### src/rtl/spi_stream_router_pkg.sv
// Shared types and opcodes for the SPI stream router.
package spi_stream_router_pkg;

    typedef enum logic [1:0] {
        ST_IDLE = 2'd0,
        ST_PASS = 2'd1,
        ST_LOAD = 2'd2
    } state_t;

    localparam logic [1:0] HDR_CHAN = 2'b11;
    localparam logic [1:0] HDR_I2S  = 2'b10;

    function automatic int ch_width(input int n);
        return (n > 1) ? $clog2(n) : 1;
    endfunction

endpackage

### src/rtl/spi_stream_router_if.sv
// Byte-level link between the SPI byte engine (master) and the router (slave).
interface spi_stream_router_if;
    logic       rx_ready;
    logic [7:0] rx_byte;
    logic [7:0] tx_byte;

    modport master (output rx_ready, output rx_byte, input tx_byte);
    modport slave  (input rx_ready, input rx_byte, output tx_byte);
endinterface

### src/rtl/spi_stream_router_timer.sv
// activity_timer: counts idle cycles while enabled, flags expiry at TIMEOUT_CYC-1.
module activity_timer #(
    parameter int unsigned TIMEOUT_CYC = 25000000
) (
    input  logic clk,
    input  logic reset_n,
    input  logic enable,
    input  logic clear,
    output logic expire
);
    localparam int CNT_W = $clog2(TIMEOUT_CYC);

    logic [CNT_W-1:0] cnt_q, cnt_d;

    assign expire = enable && (cnt_q == CNT_W'(TIMEOUT_CYC - 1));

    // Holding at terminal count keeps the counter from wrapping if the owner lingers.
    always_comb begin
        cnt_d = cnt_q;
        if (clear || !enable)
            cnt_d = '0;
        else if (!expire)
            cnt_d = cnt_q + CNT_W'(1);
    end

    always_ff @(posedge clk or negedge reset_n) begin
        if (!reset_n)
            cnt_q <= '0;
        else
            cnt_q <= cnt_d;
    end
endmodule

### src/rtl/spi_stream_router.sv
// Routes SPI bytes to one of NCH byte channels or into an i2s sample pair.
// Optional status readback and header error counter: define ROUTER_STATUS_EN.
//   state   | meaning
//   IDLE    | waiting for a header byte
//   PASS    | forwarding bytes to the selected channel, echoing its read byte
//   LOAD    | shifting bytes into the left/right sample shadow
module spi_stream_router
    import spi_stream_router_pkg::*;
#(
    parameter int NCH         = 4,
    parameter int SAMPLE_W    = 16,
    parameter int TIMEOUT_CYC = 25000000
) (
    input  logic                  clk,
    input  logic                  reset_n,
    spi_stream_router_if.slave    spi,
    output logic [NCH-1:0]        ch_sel_o,
    output logic [7:0]            ch_data_o,
    output logic                  ch_wr_o,
    input  logic [8*NCH-1:0]      ch_rd_data_i,
    output logic [SAMPLE_W-1:0]   i2s_left_o,
    output logic [SAMPLE_W-1:0]   i2s_right_o,
    output logic                  sample_valid_o
);
    localparam int CH_W = ch_width(NCH);
    localparam int NB   = SAMPLE_W / 4;

    if (NCH < 1 || NCH > 16 || SAMPLE_W % 8 != 0 || SAMPLE_W < 8 || SAMPLE_W > 32
        || TIMEOUT_CYC < 2) begin : g_param_check
        $error("spi_stream_router: parameter out of range");
    end

    state_t                  state_q, state_d;
    logic [CH_W-1:0]         chan_q, chan_d;
    logic [NCH-1:0]          ch_sel_q, ch_sel_d;
    logic [7:0]              ch_data_q, ch_data_d;
    logic                    ch_wr_q, ch_wr_d;
    logic [7:0]              tx_q, tx_d;
    logic [2*SAMPLE_W-1:0]   shadow_q, shadow_d;
    logic [3:0]              bcnt_q, bcnt_d;
    logic [SAMPLE_W-1:0]     left_q, left_d, right_q, right_d;
    logic                    sv_q, sv_d;
    logic [3:0]              err_q, err_d;
    logic                    expire;

    activity_timer #(.TIMEOUT_CYC(TIMEOUT_CYC)) u_timer (
        .clk     (clk),
        .reset_n (reset_n),
        .enable  (state_q != ST_IDLE),
        .clear   (spi.rx_ready),
        .expire  (expire)
    );

    always_comb begin
        state_d   = state_q;
        chan_d    = chan_q;
        ch_data_d = ch_data_q;
        ch_wr_d   = 1'b0;
        shadow_d  = shadow_q;
        bcnt_d    = bcnt_q;
        left_d    = left_q;
        right_d   = right_q;
        sv_d      = 1'b0;
        err_d     = err_q;
        case (state_q)
            ST_IDLE: begin
                if (spi.rx_ready) begin
                    // Whole 6-bit field is range-checked so out-of-range codes never alias.
                    if (spi.rx_byte[7:6] == HDR_CHAN) begin
                        if (spi.rx_byte[5:0] < 6'(NCH)) begin
                            state_d = ST_PASS;
                            chan_d  = spi.rx_byte[CH_W-1:0];
                        end else if (err_q != 4'hF) begin
                            err_d = err_q + 4'd1;
                        end
                    end else if (spi.rx_byte[7:6] == HDR_I2S) begin
                        state_d = ST_LOAD;
                        bcnt_d  = 4'd0;
                    end
`ifdef ROUTER_STATUS_EN
                    else if (spi.rx_byte == 8'h00) begin
                        err_d = 4'd0;
                    end
`endif
                end
            end
            ST_PASS: begin
                if (spi.rx_ready) begin
                    ch_data_d = spi.rx_byte;
                    ch_wr_d   = 1'b1;
                end else if (expire) begin
                    state_d = ST_IDLE;
                end
            end
            ST_LOAD: begin
                if (spi.rx_ready) begin
                    shadow_d = {shadow_q[2*SAMPLE_W-9:0], spi.rx_byte};
                    bcnt_d   = bcnt_q + 4'd1;
                    if (bcnt_q == 4'(NB - 1)) begin
                        left_d  = shadow_d[2*SAMPLE_W-1:SAMPLE_W];
                        right_d = shadow_d[SAMPLE_W-1:0];
                        sv_d    = 1'b1;
                        state_d = ST_IDLE;
                    end
                end else if (expire) begin
                    state_d = ST_IDLE;
                end
            end
            default: state_d = ST_IDLE;
        endcase

        ch_sel_d = (state_d == ST_PASS) ? (NCH'(1) << chan_d) : '0;

        if (state_q == ST_PASS)
            tx_d = ch_rd_data_i[8*int'(chan_q) +: 8];
        else
`ifdef ROUTER_STATUS_EN
            tx_d = {state_q, 2'b00, err_q};
`else
            tx_d = 8'h00;
`endif
    end

`ifndef ROUTER_STATUS_EN
    logic unused_err;
    assign unused_err = ^err_d;
`endif

    always_ff @(posedge clk or negedge reset_n) begin
        if (!reset_n) begin
            state_q   <= ST_IDLE;
            chan_q    <= '0;
            ch_sel_q  <= '0;
            ch_data_q <= '0;
            ch_wr_q   <= 1'b0;
            tx_q      <= '0;
            shadow_q  <= '0;
            bcnt_q    <= '0;
            left_q    <= '0;
            right_q   <= '0;
            sv_q      <= 1'b0;
`ifdef ROUTER_STATUS_EN
            err_q     <= '0;
`endif
        end else begin
            state_q   <= state_d;
            chan_q    <= chan_d;
            ch_sel_q  <= ch_sel_d;
            ch_data_q <= ch_data_d;
            ch_wr_q   <= ch_wr_d;
            tx_q      <= tx_d;
            shadow_q  <= shadow_d;
            bcnt_q    <= bcnt_d;
            left_q    <= left_d;
            right_q   <= right_d;
            sv_q      <= sv_d;
`ifdef ROUTER_STATUS_EN
            err_q     <= err_d;
`endif
        end
    end

`ifndef ROUTER_STATUS_EN
    assign err_q = 4'd0;
`endif

    assign ch_sel_o       = ch_sel_q;
    assign ch_data_o      = ch_data_q;
    assign ch_wr_o        = ch_wr_q;
    assign spi.tx_byte    = tx_q;
    assign i2s_left_o     = left_q;
    assign i2s_right_o    = right_q;
    assign sample_valid_o = sv_q;
endmodule

### src/flat_wrapper.sv
// flat-port wrapper written by rule: the top's interface ports become plain ports
module spi_stream_router_flat import spi_stream_router_pkg::*;
#(
    parameter int NCH         = 4,
    parameter int SAMPLE_W    = 16,
    parameter int TIMEOUT_CYC = 25000000
)
  (clk, reset_n, ch_sel_o, ch_data_o, ch_wr_o, ch_rd_data_i, i2s_left_o, i2s_right_o, sample_valid_o, spi_rx_ready, spi_rx_byte, spi_tx_byte);
  spi_stream_router_if spi_i ();
  input  logic clk;
  input  logic reset_n;
  output logic [NCH-1:0] ch_sel_o;
  output logic [7:0] ch_data_o;
  output logic ch_wr_o;
  input  logic [8*NCH-1:0] ch_rd_data_i;
  output logic [SAMPLE_W-1:0] i2s_left_o;
  output logic [SAMPLE_W-1:0] i2s_right_o;
  output logic sample_valid_o;
  input wire logic [$bits(spi_i.rx_ready)-1:0] spi_rx_ready;
  input wire logic [$bits(spi_i.rx_byte)-1:0] spi_rx_byte;
  output wire logic [$bits(spi_i.tx_byte)-1:0] spi_tx_byte;
  assign spi_i.rx_ready = spi_rx_ready;
  assign spi_i.rx_byte = spi_rx_byte;
  assign spi_tx_byte = spi_i.tx_byte;
  spi_stream_router #(.NCH(NCH), .SAMPLE_W(SAMPLE_W), .TIMEOUT_CYC(TIMEOUT_CYC)) u_core (.clk(clk), .reset_n(reset_n), .spi(spi_i), .ch_sel_o(ch_sel_o), .ch_data_o(ch_data_o), .ch_wr_o(ch_wr_o), .ch_rd_data_i(ch_rd_data_i), .i2s_left_o(i2s_left_o), .i2s_right_o(i2s_right_o), .sample_valid_o(sample_valid_o));
endmodule
### config.mk
export PLATFORM = sky130hd
export DESIGN_NAME = spi_stream_router_flat
export DESIGN_NICKNAME = d
export VERILOG_FILES = /design/src/rtl/spi_stream_router_pkg.sv /design/src/rtl/spi_stream_router_if.sv /design/src/rtl/spi_stream_router_timer.sv /design/src/rtl/spi_stream_router.sv /design/src/flat_wrapper.sv
export SDC_FILE = /design/constraint.sdc
export NUM_CORES = 1
export LEC_CHECK = 0
export ABC_AREA = 1
export ABC_CLOCK_PERIOD_IN_PS = 4300
export BUFFER_PORTS_ARGS = -buffer_cell sky130_fd_sc_hd__buf_2
export CELL_PAD_IN_SITES_DETAIL_PLACEMENT = 2
export CELL_PAD_IN_SITES_GLOBAL_PLACEMENT = 2
export CORE_MARGIN = 1
export CORE_UTILIZATION = 36
export CTS_BUF_LIST = sky130_fd_sc_hd__clkbuf_4 sky130_fd_sc_hd__clkbuf_8
export CTS_CLUSTER_DIAMETER = 50
export DETAILED_ROUTE_END_ITERATION = 10
export PLACE_DENSITY = 0.95
export SLEW_MARGIN = 20
export SYNTH_ARGS = -nofsm -noshare
export SYNTH_HDL_FRONTEND = slang
export SYNTH_SLANG_ARGS = --single-unit
### constraint.sdc
create_clock -name clk -period 4.3 [get_ports clk]
set_clock_uncertainty 0.05 [all_clocks]
set_input_delay 0.86 -clock clk [delete_from_list [all_inputs] [get_ports clk]]
set_output_delay 0.86 -clock clk [all_outputs]
set_load 0.02 [all_outputs]
==> impl_summary.log <==
[metrics] net total in the final layout: 747
[metrics] antenna violations before repair: 0
[metrics] clock buffer depth: 2
[metrics] quantity of I/O buffers inserted on ports: 96
[metrics] Final Cycle Share: 65.3%
[metrics] Yosys cell types: 29
[metrics] synthesized area divided by synthesized cell count: 8.17 µm²
[metrics] final-layout fill cell count: 1526
[metrics] slowest stage delay, CP: 0.54 ns
[metrics] GRT Resource Usage Total: 27.4%
[metrics] antenna violation net count after detailed routing: 0
[metrics] highest-count cells in the layout ignoring fill and taps: nand2_1 (162), dfrtp_1 (111), nor2_1 (102), buf_2 (95), o21ai_0 (59)
[metrics] TritonCTS Buffers: 9
[metrics] beginning of the worst register-to-register path: u_core.state_q[1]$_DFF_PN0_
[metrics] normalized max-slew margin: 41.9%
[metrics] placer congestion estimate: 0.892
[metrics] total power per unit cell area: 573 mW/mm²
[metrics] pin count of the biggest net entering global routing: 59
[metrics] I/O pin count: 97
[metrics] area taken by multi-input logic gates: 0.00186 mm²
[metrics] number of vias after detailed routing: 4624
[metrics] Power Total: 3.32 mW
[metrics] length of the first detailed-routing pass in iterations: 4
[metrics] depth of the CTS H-tree: 3
[metrics] Antenna diodes: 0
[metrics] proportion of layout cells with a drive suffix above 1: 19.4%
[metrics] leak pwr: 2.91 nW
[metrics] hold crit path type: reg2reg
[metrics] slowest library cell on the worst path: nand3_2
[metrics] CTS tree: yes
[metrics] vias in the first global route: 5269
[metrics] netlist area before placement: 0.00499 mm²
[metrics] unrepaired setup endpoints after global routing: false
[metrics] latest clock arrival within the worst-skew pair: 0.40 ns
[metrics] Clk Tree Root Cell: clkbuf_8
[metrics] clock sink count: 111
[metrics] hold slack: 0.439 ns
[metrics] final setup violation count: 0
[metrics] Data required, critical path: 4.55 ns
[metrics] clock transition at the register clock pins on the worst setup and hold paths after CTS: 0.12 ns
[metrics] Min Clock Period, post-route: 2.81 ns
[metrics] number of endpoints with negative hold slack in the final report: 0
[metrics] max capacitance violation total: 0
[metrics] register bit total from synthesis: 111
[metrics] fin. max-slew vios: 0
[metrics] hold_sp: u_core.i2s_left_o[12]$_DFFE_PN0P_
[metrics] area taken by flip-flops and latches: 0.00278 mm²
[metrics] type of element launching the critical path: input pin
[metrics] Synthesis Warnings: 0
[metrics] Core Area: 0.0134 mm²
[metrics] starting utilization of the core area: 37.3%
[metrics] synthesized instance count: 611
[metrics] Max Clock Freq: 0.356 GHz
[metrics] most common cell after layout, fill and taps aside: nand2_1
[metrics] layout overhead on the synthesized area: 16.2%
[metrics] syn_nets: 656
[metrics] die area: 0.0143 mm²
[metrics] worst path arrival time: 3.06 ns
[metrics] critical path startpoint: spi_rx_ready
[metrics] buffer and inverter count on the worst path: 3
[metrics] result of the run: completed
[metrics] Worst Max-Slew Pin Slew: 0.868 ns
[metrics] starting DRC count in detailed routing: 164
[metrics] critical path cell sequence: buf_2 > nand2_2 > inv_2 > nand3_2 > buf_4 > o21ai_1
[metrics] vertical die dimension: 120 µm
[metrics] Avg WL per Cell: 21.4 µm
[metrics] Setup Fix Bufs, Post-CTS: 0
[metrics] portion of the post-synthesis area used by sequential elements: 55.6%
[metrics] mean number of vias per cell: 5.24
[metrics] Resize count post-CTS: 0
[metrics] sum of overflow across all layers after global routing: 0
[metrics] critical path class: in2reg
[metrics] delay-heaviest family, CP: simple AND/OR/NAND/NOR gates
[metrics] peak supply drop: 272 µV
[metrics] # hold bufs at CTS: 0
[metrics] wire length of the first global-routing pass: 29.8 mm
[metrics] type of element capturing the critical path: register
[metrics] critical path fanouts, max: 54
[metrics] setup_tns: 0 ns
[metrics] x dimension of the die: 120 µm
[metrics] DP Wirelength: 12.7 mm
[metrics] final wirelength: 18.9 mm
[metrics] num rows: 42
[metrics] total DRC errors in the routed layout: 0
[metrics] utilization after layout: 43.3%
registers in the layout, summed over array words and instances (netlist names), 2 cells and up:
name and count:
u_core.state_q 2, u_core.spi.tx_byte 8, u_core.i2s_left_o 16, u_core.shadow_q 24
u_core.ch_data_o 8, u_core.u_timer.cnt_q 25, u_core.bcnt_q 4, u_core.ch_sel_o 4
u_core.i2s_right_o 16, u_core.chan_q 2
synthesized netlist by cell type, drive strengths merged:
| cell | count | area (µm²) |
|---|---|---|
| o21ai | 79 | 410 |
| o31ai | 1 | 7.51 |
| buf | 11 | 82.6 |
| nand3 | 26 | 135 |
| a31oi | 2 | 12.5 |
| ha | 2 | 25.0 |
| a21oi | 12 | 60.1 |
| xor2 | 5 | 43.8 |
| xnor2 | 4 | 35.0 |
| nand3b | 1 | 7.51 |
| dfrtp | 111 | 2780 |
| nor3 | 6 | 30.0 |
| nand4 | 5 | 31.3 |
| nor2 | 107 | 424 |
| or2 | 2 | 12.5 |
| inv | 62 | 233 |
| nand2 | 165 | 627 |
| clkbuf | 8 | 30.0 |
| clkinv | 2 | 8.75 |
power breakdown:
group / leakage (nW) / switching, mW / internal (mW) / total (mW)
clock: 0.102 / 0.407 / 0.248 / 0.655
sequential: 1.46 / 0.225 / 1.34 / 1.57
combinational: 1.35 / 0.779 / 0.318 / 1.10
total: 2.91 / 1.41 / 1.91 / 3.32
worst register-to-register path: cells and delay by family, from the launching register on:
family	cells	cell delay, ns
and+or+nand+nor	3	1.19
buffers and inverters	3	0.74
DFF	1	0.48
AOI/OAI and AO/OA	1	0.27
path summary, 6_finish.rpt:
path / to / slack (ns) / cells after the start
hold reg to reg: u_core.i2s_left_o[12]$_DFFE_PN0P_ / 0.44 / 2
setup reg to reg: u_core.i2s_right_o[3]$_DFFE_PN0P_ / 1.50 / 7
setup / recovery: u_core.i2s_right_o[3]$_DFFE_PN0P_ / 1.49 / 6
hold / removal: u_core.i2s_left_o[12]$_DFFE_PN0P_ / 0.44 / 2
max in group asynchronous: u_core.shadow_q[1]$_DFFE_PN0P_ / 2.81 / 2
min in group asynchronous: u_core.i2s_left_o[8]$_DFFE_PN0P_ / 0.47 / 1
cell type report:
type	instances	share of cell area, %
clock buffer	11	2.50
clock inverter	5	0.841
inverter	64	4.16
multi-input combinational	417	32.1
sequential	111	47.9
tap	176	3.80
timing repair buffer	99	8.71
routing by layer:
layer	vias to the layer above	GRT usage (%)	wire, µm
li1	2099	-	-
met1	2338	32.8	7760
met2	148	49.0	9760
met3	39	4.85	785
met4	0	10.5	551
met5	-	0	0
through the flow:
stage	setup WS, ns	instances	area (µm²)
finish	1.49	883	5800
global route	1.24	883	5800
CTS	1.52	883	5800
detailed placement	1.21	867	5610
global placement	1.39	867	5610
floorplan	2.47	611	4990
cell families after synthesis:
family / count (synthesis) / share of synthesized area, %
flip-flops: 111 / 55.6
buffers and inverters: 83 / 7.09
adder cells (fa/ha/maj): 2 / 0.501
AO/OA/AOI/OAI: 94 / 9.82
XOR/XNOR: 9 / 1.58
AND/OR/NAND/NOR: 312 / 25.4
Power figures use the tool's default switching activity.
